File: src/rtl/flow_loss_detector.sv
// flow_loss_detector
//   Multi-channel "loser" detector for the spirometer game. Each channel counts
//   consecutive strobed flow samples that are at or below a runtime threshold and
//   raises a loss flag once LIMIT such samples arrive in a row. The first channel to
//   lose (and whether others lost on the same sample) is latched for the score logic.
//
// Ports
//   iClk         clock, rising edge
//   iReset_n     synchronous reset, active low (highest priority)
//   iCe          sample strobe; counters and flags advance only when high
//   iClear       synchronous clear of all state (new round), beats iCe
//   ivThreshold  flow <= threshold counts as "no flow"
//   ivFlujo      packed samples, channel k at [k*FLOW_W +: FLOW_W]
//   ovLose       per-channel registered loss flag
//   ovLosePulse  one-cycle pulse on the edge where ovLose[k] rises
//   oFirstValid  a first loser has been latched
//   ovFirstIdx   index of the first loser (lowest index on a same-sample tie)
//   oTie         two or more channels lost on the same sample as the first loser

module flow_loss_detector #(
  parameter int unsigned FLOW_W = 8,
  parameter int unsigned NCH    = 2,
  parameter int unsigned LIMIT  = 3,
  parameter int unsigned STICKY = 1,
  parameter int unsigned CNT_W  = $clog2(LIMIT + 1),
  parameter int unsigned IDX_W  = (NCH > 1) ? $clog2(NCH) : 1
) (
  input  logic                  iClk,
  input  logic                  iReset_n,
  input  logic                  iCe,
  input  logic                  iClear,
  input  logic [FLOW_W-1:0]     ivThreshold,
  input  logic [NCH*FLOW_W-1:0] ivFlujo,
  output logic [NCH-1:0]        ovLose,
  output logic [NCH-1:0]        ovLosePulse,
  output logic                  oFirstValid,
  output logic [IDX_W-1:0]      ovFirstIdx,
  output logic                  oTie
);

  localparam logic [CNT_W-1:0] LimitCnt = CNT_W'(LIMIT);
  localparam logic             Sticky   = (STICKY != 0);

  // State
  logic [NCH-1:0][CNT_W-1:0] cnt_q;
  logic [NCH-1:0]            lose_q;
  logic [NCH-1:0]            pulse_q;
  logic                      first_valid_q;
  logic [IDX_W-1:0]          first_idx_q;
  logic                      tie_q;

  // Values the state would take on a strobe edge
  logic [NCH-1:0][CNT_W-1:0] cnt_nxt;
  logic [NCH-1:0]            lose_nxt;
  logic [NCH-1:0]            low;
  logic [NCH-1:0]            rise;
  logic [IDX_W-1:0]          rise_idx;
  logic                      rise_tie;
  logic                      rise_found;

  // Per-channel counter and flag update
  always_comb begin
    cnt_nxt  = cnt_q;
    lose_nxt = lose_q;
    low      = '0;
    for (int unsigned k = 0; k < NCH; k++) begin
      low[k] = (ivFlujo[k*FLOW_W +: FLOW_W] <= ivThreshold);
      if (low[k]) begin
        // Saturate at LIMIT so a long run of low samples never wraps the counter
        cnt_nxt[k] = (cnt_q[k] == LimitCnt) ? LimitCnt : cnt_q[k] + 1'b1;
      end else if (Sticky && lose_q[k]) begin
        // A latched loser keeps its full count so the flag stays coherent with it
        cnt_nxt[k] = LimitCnt;
      end else begin
        cnt_nxt[k] = '0;
      end
      lose_nxt[k] = (cnt_nxt[k] == LimitCnt) || (Sticky && lose_q[k]);
    end
  end

  assign rise = lose_nxt & ~lose_q;

  // Lowest rising index and multi-rise detection for the first-loser latch
  always_comb begin
    rise_idx   = '0;
    rise_found = 1'b0;
    for (int unsigned k = 0; k < NCH; k++) begin
      if (rise[k] && !rise_found) begin
        rise_idx   = IDX_W'(k);
        rise_found = 1'b1;
      end
    end
    // Clearing the lowest set bit leaves something only if two or more bits rose
    rise_tie = ((rise & (rise - NCH'(1))) != '0);
  end

  always_ff @(posedge iClk) begin
    if (!iReset_n || iClear) begin
      cnt_q         <= '0;
      lose_q        <= '0;
      pulse_q       <= '0;
      first_valid_q <= 1'b0;
      first_idx_q   <= '0;
      tie_q         <= 1'b0;
    end else if (iCe) begin
      cnt_q   <= cnt_nxt;
      lose_q  <= lose_nxt;
      pulse_q <= rise;
      if (!first_valid_q && (rise != '0)) begin
        first_valid_q <= 1'b1;
        first_idx_q   <= rise_idx;
        tie_q         <= rise_tie;
      end
    end else begin
      pulse_q <= '0;
    end
  end

  assign ovLose      = lose_q;
  assign ovLosePulse = pulse_q;
  assign oFirstValid = first_valid_q;
  assign ovFirstIdx  = first_idx_q;
  assign oTie        = tie_q;

endmodule

File: config.mk
export PLATFORM = sky130hd
export DESIGN_NAME = flow_loss_detector
export DESIGN_NICKNAME = d
export VERILOG_FILES = /design/src/rtl/flow_loss_detector.sv
export SDC_FILE = /design/constraint.sdc
export NUM_CORES = 1
export LEC_CHECK = 0
export CAP_MARGIN = 20
export CORE_UTILIZATION = 45
export DETAILED_ROUTE_END_ITERATION = 10
export GPL_TIMING_DRIVEN = 0
export PLACE_DENSITY = 0.83
export SLEW_MARGIN = 20
export SYNTH_ARGS = -nofsm -noshare
export SYNTH_HDL_FRONTEND = slang
export SYNTH_SLANG_ARGS = --single-unit
File: constraint.sdc
create_clock -name iClk -period 5.9 [get_ports iClk]
set_input_delay 1.77 -clock iClk [delete_from_list [all_inputs] [get_ports iClk]]
set_output_delay 1.77 -clock iClk [all_outputs]
set_load 0.02 [all_outputs]
# Word-level counts from Yosys, hierarchy flattened
# Cells that the tools add are included.
totals:
  memories: 0
  mem_bits_rw: 0
  latchBits: 0
  regBits: 11
  out_inout_bits: 7
  romBits: 0
  inputBits: 28
  wordCells: 40
classes:
  n_mul: 0
  n_bitwise: 4
  n_mux: 8
  n_addsub: 3
  n_reduce_logical: 12
  order_cmp: 2
  n_eq_ne: 4
  div_mod_pow: 0
  shifts: 0
op_table:
  columns: ["op", "count"]
  rows:
  - ["8-bit less-or-equal comparator", 2]
  - ["2-bit two-way mux", 6]
  - ["2-bit equality test (second input constant)", 4]
  - ["2-bit by 1-bit adder with 2-bit output (second input constant)", 2]
  - ["2-bit AND", 2]
  - ["2-bit nonzero test", 2]
  - ["1-bit zero test", 3]
  - ["1-bit logical OR", 3]
  - ["1-bit logical AND", 2]
  - ["1-bit two-way mux", 2]
  - ["2-bit inverter", 1]
  - ["2-bit AND reduction", 1]
  - ["2-bit OR reduction", 1]
  - ["2-bit by 1-bit subtractor with 2-bit output (second input constant)", 1]
  - ["1-bit inverter", 1]

# Longest topological paths before layout
logic_depth:
  word_depth: 10
  mapped_depth: 8
  depth_no_buf: 8

# Worst setup path after synthesis
# No wires, ideal clock.
synth_timing:
  path_kind: "input port to flip-flop"
  from: "in ivThreshold[1]"
  to: "reg tie_q, in the netlist oTie"
  t_arrival_ps: 3125
  cell_stages: 8
  slack_ps: 2709
  setup_time_ps: 67
  cell_sequence: "inv_1 > ha_1 > nor2b_1 > o211ai_1 > a211oi_2 > nor4_4 > or3_1 > a21oi_2"
synth_via:
  elab_chain_len: 8
  word_cells_on_any_way: 15
  cone_classes: "add/sub: 1; order compare: 2; eq/ne: 2; mux: 2; bitwise: 2; reduce/logical: 6"
synth_rtl:
  columns: ["element", "line_no", "rtl"]
  rows:
  - ["from (decl)", "32", "input logic [FLOW_W-1:0] ivThreshold,"]
  - ["8-bit less-or-equal comparator", "67", "low[k] = (ivFlujo[k*FLOW_W +: FLOW_W] <= ivThreshold);"]
  - ["2-bit two-way mux", "68", "if (low[k]) begin"]
  - ["2-bit equality test", "77", "lose_nxt[k] = (cnt_nxt[k] == LimitCnt) || (Sticky && lose_q[k]);"]
  - ["1-bit logical OR", "77", null]
  - ["2-bit AND *", "81", "assign rise = lose_nxt & ~lose_q;"]
  - ["2-bit by 1-bit subtractor with 2-bit output / 2-bit nonzero test (equally long branches)", "94, 109", null]
  - ["2-bit AND / 1-bit logical AND (equally long branches)", "94, 109", null]
  - ["2-bit nonzero test / 2-bit AND reduction (equally long branches)", null, null]
  - ["to (signal assigned)", "112", "tie_q <= rise_tie;"]
  - ["to (decl)", "50", "logic tie_q;"]
# Every way passes the cells marked *; elsewhere a longest branch is shown, timed or not.
# A chain may end at the register's enable or synchronous reset.

# Final worst setup path
layout_timing:
  from: "in ivThreshold[7]"
  to: "reg cnt_q[2] in the netlist's numbering"
layout_via:
  elab_chain_len: 2
layout_rtl:
  columns: ["element", "line_no", "rtl"]
  rows:
  - ["8-bit less-or-equal comparator", "67", null]
  - ["2-bit two-way mux", "68", null]
  - ["to (signal assigned)", "106", "cnt_q <= cnt_nxt;"]
  - ["to (decl)", "45", "logic [NCH-1:0][CNT_W-1:0] cnt_q;"]
# No other way between the ends.

==> impl_metrics.toml <==
[clock_network]
clock_sinks = 11
cts_max_level = 1
clockRootBuffer = "clkbuf_4"
insertion_delay_ps = 270
cts_setup_buffers = 0
tritoncts = "built"
path_clk_slew_ps = 80
ctsHoldBuffers = 0
post_cts_resized = 0
clock_path_buffers = 2
numCtsBuffers = 3

[logic_synthesis]
syn_inst = 100
avgSynthCellArea_um2 = 8.60
synthTopCellsByCount = "ha_1, inv_1, a21oi_1, dfxtp_1, nor2_1"
synth_area_leaders = "dfxtp_1, ha_1, inv_1, a21oi_1, a211oi_2"
yosysSeqAreaShare_pct = 25.6
syn-cell-area_um2 = 860
synthFlopType = "dfxtp_1"
yosysMostFrequentCell = "ha_1"
yosysWarnings = 0
yosysTopAreaCellShare_pct = 25.6
ys_async_sr_fraction_pct = 0
synth_nets = 144
ys_ff_latch = 11
synth_top_area_cell = "dfxtp_1"
synth_cell_types = 32
synth_edf_count = 0

[run_status]
status = "finished, final reports clean"

[job]
max_cap_violations = 0

[critical_path]
arrival_ps = 3680
start_kind = "primary input"
worstPathRequired_ps = 6060
path_max_fanout = 3
reg2reg_to = "oTie"
setup.worst_path.class = "primary input to flop"
cp-end-kind = "flop"
rr_worst_depth = 4
r2r_setup_slack_ps = 4680
worstReg2RegStart = "cnt_q[1]"

[grt]
grt_first_pass_wirelength_um = 3140
antenna_found_initial = 0
grt_pass1_vias = 759
grt.total_usage_pct = 20.9
grt_max_degree = 9
grt_overflow = 0

[timing]
post-route-period-util_pct = 59.7
tns_ps = 0
worstMarginPinSlew_ps = 430
worst_clock_skew_ps = 5.28
rsz0062_at_grt = "no"
period_minus_slack_ps = 3520
relSlewSlack_pct = 71.1
fmax_mhz = 284
setup_viol = 0
hold_viol = 0
slew_violations = 0

[placed_design]
io_buffers = 34
dp_hpwl_um = 1760
gp_congestion = 0.734

[die]
initial_core_util_pct = 48.7
row_count = 15
io_pins = 35
core_area_um2 = 1760
dieArea_um2 = 2090
die_w_um = 45.7
fp.dieH_um = 45.7

[power]
ir_drop_v = 0.000168
pwr_density_cell_nw_per_um2 = 149
p_leak_nw = 0.515
power_w = 0.000188

[cells_and_area]
drive_above_1_share_pct = 9.42
area_growth_pct = 46.4
finalNetCount = 183
diodes = 0

[detailed_routing]
wirelength_um = 2070
viasPerCell = 5.32
first_pass_iters = 4
via_count = 867
drt-wirelength-per-cell_um = 12.7
ant_nets = 0
drcViolationCount = 0
drt_iter0_drc = 18

[worst_hold_path]
min_to = "oFirstValid"
min-delay-start = "oFirstValid"
hold_path.class = "flop to flop"
hold_depth = 2
-- per-layer routing --
metal | vias up | track usage [%] | share of wire, %
met4 | 0 | 1.76 | 0
met1 | 401 | 25.5 | 44
li1 | 445 | - | -
met3 | 0 | 6.35 | 4.3
met2 | 21 | 37.1 | 52
met5 | - | 0 | 0
-- sequential cells by signal, summed over array words and instances (netlist names) --
| name | flops |
|---|---|
| oFirstValid | 1 |
| ovFirstIdx | 1 |
| oTie | 1 |
| ovLose | 2 |
| ovLosePulse | 2 |
| cnt_q | 4 |
-- worst max path at each step --
stage	startpoint	endpoint	slack, ps	depth (start not counted)
floorplan	ivThreshold[1]	oTie	2710	8
global placement	ivThreshold[7]	cnt_q[2]	2110	9
detailed placement	ivThreshold[7]	cnt_q[2]	2090	9
CTS	ivThreshold[7]	cnt_q[2]	2360	9
global route	ivThreshold[7]	cnt_q[2]	2250	9
finish	ivThreshold[7]	cnt_q[2]	2380	9
-- cell families (layout without fill, tap and decap cells) --
group | count (synthesis) | in the layout | share of synthesized area [%]
fa+ha+maj | 16 | 16 | 23.3
compound gates | 31 | 31 | 24.3
buf+inv | 15 | 53 | 6.55
simple gates | 27 | 27 | 20.2
flops | 11 | 11 | 25.6
-- power breakdown --
| group | total (W) | switching [W] | internal, W |
|---|---|---|---|
| Combinational | 0.0000590 | 0.0000269 | 0.0000320 |
| Sequential | 0.0000767 | 0.000000927 | 0.0000758 |
| Clock | 0.0000519 | 0.0000268 | 0.0000251 |
| Total | 0.000188 | 0.0000547 | 0.000133 |
-- critical path: stages --
cell	delay (ps)
clkdlybuf4s50_1	460
inv_1	60
ha_1	320
nand4_1	140
nor2_1	190
a21oi_1	110
or2_1	280
o311ai_1	250
a21oi_1	100
-- stage by stage --
stage	utilization (%)	std cells	hold slack [ps]	setup slack (ps)	area [um2]
after detailed placement	69.8	159	476	2090	1230
after global placement	69.8	159	449	2110	1230
after CTS	71.3	163	488	2360	1260
after floorplan	-	100	455	2710	860
final	71.3	163	485	2380	1260
after global routing	71.3	163	505	2250	1260
-- cell usage in the layout, fill, tap and decap left out, drive strengths merged --
master	n
clkdlybuf4s50	34
a31oi	1
or2	1
a21o	2
a211oi	3
inv	15
nor2b	3
o21ai	4
o21bai	2
ha	16
dfxtp	11
nor3	1
nor4	3
o311ai	2
nand2	3
o31ai	1
nand4	4
nand2b	1
nand3	2
clkbuf	3
o21a	1
and3	2
or3	1
clkinv	1
nor2	6
a21oi	13
o211ai	2
-- final cells by class --
class / instances / area (um2)
Sequential cell: 11 / 220
Tap cell: 25 / 31.3
Timing Repair Buffer: 34 / 340
Multi-Input combinational cell: 74 / 583
Fill cell: 152 / 505
Clock inverter: 1 / 5.00
Inverter: 15 / 56.3
Clock buffer: 3 / 22.5
(Power assumes the default switching activity.)
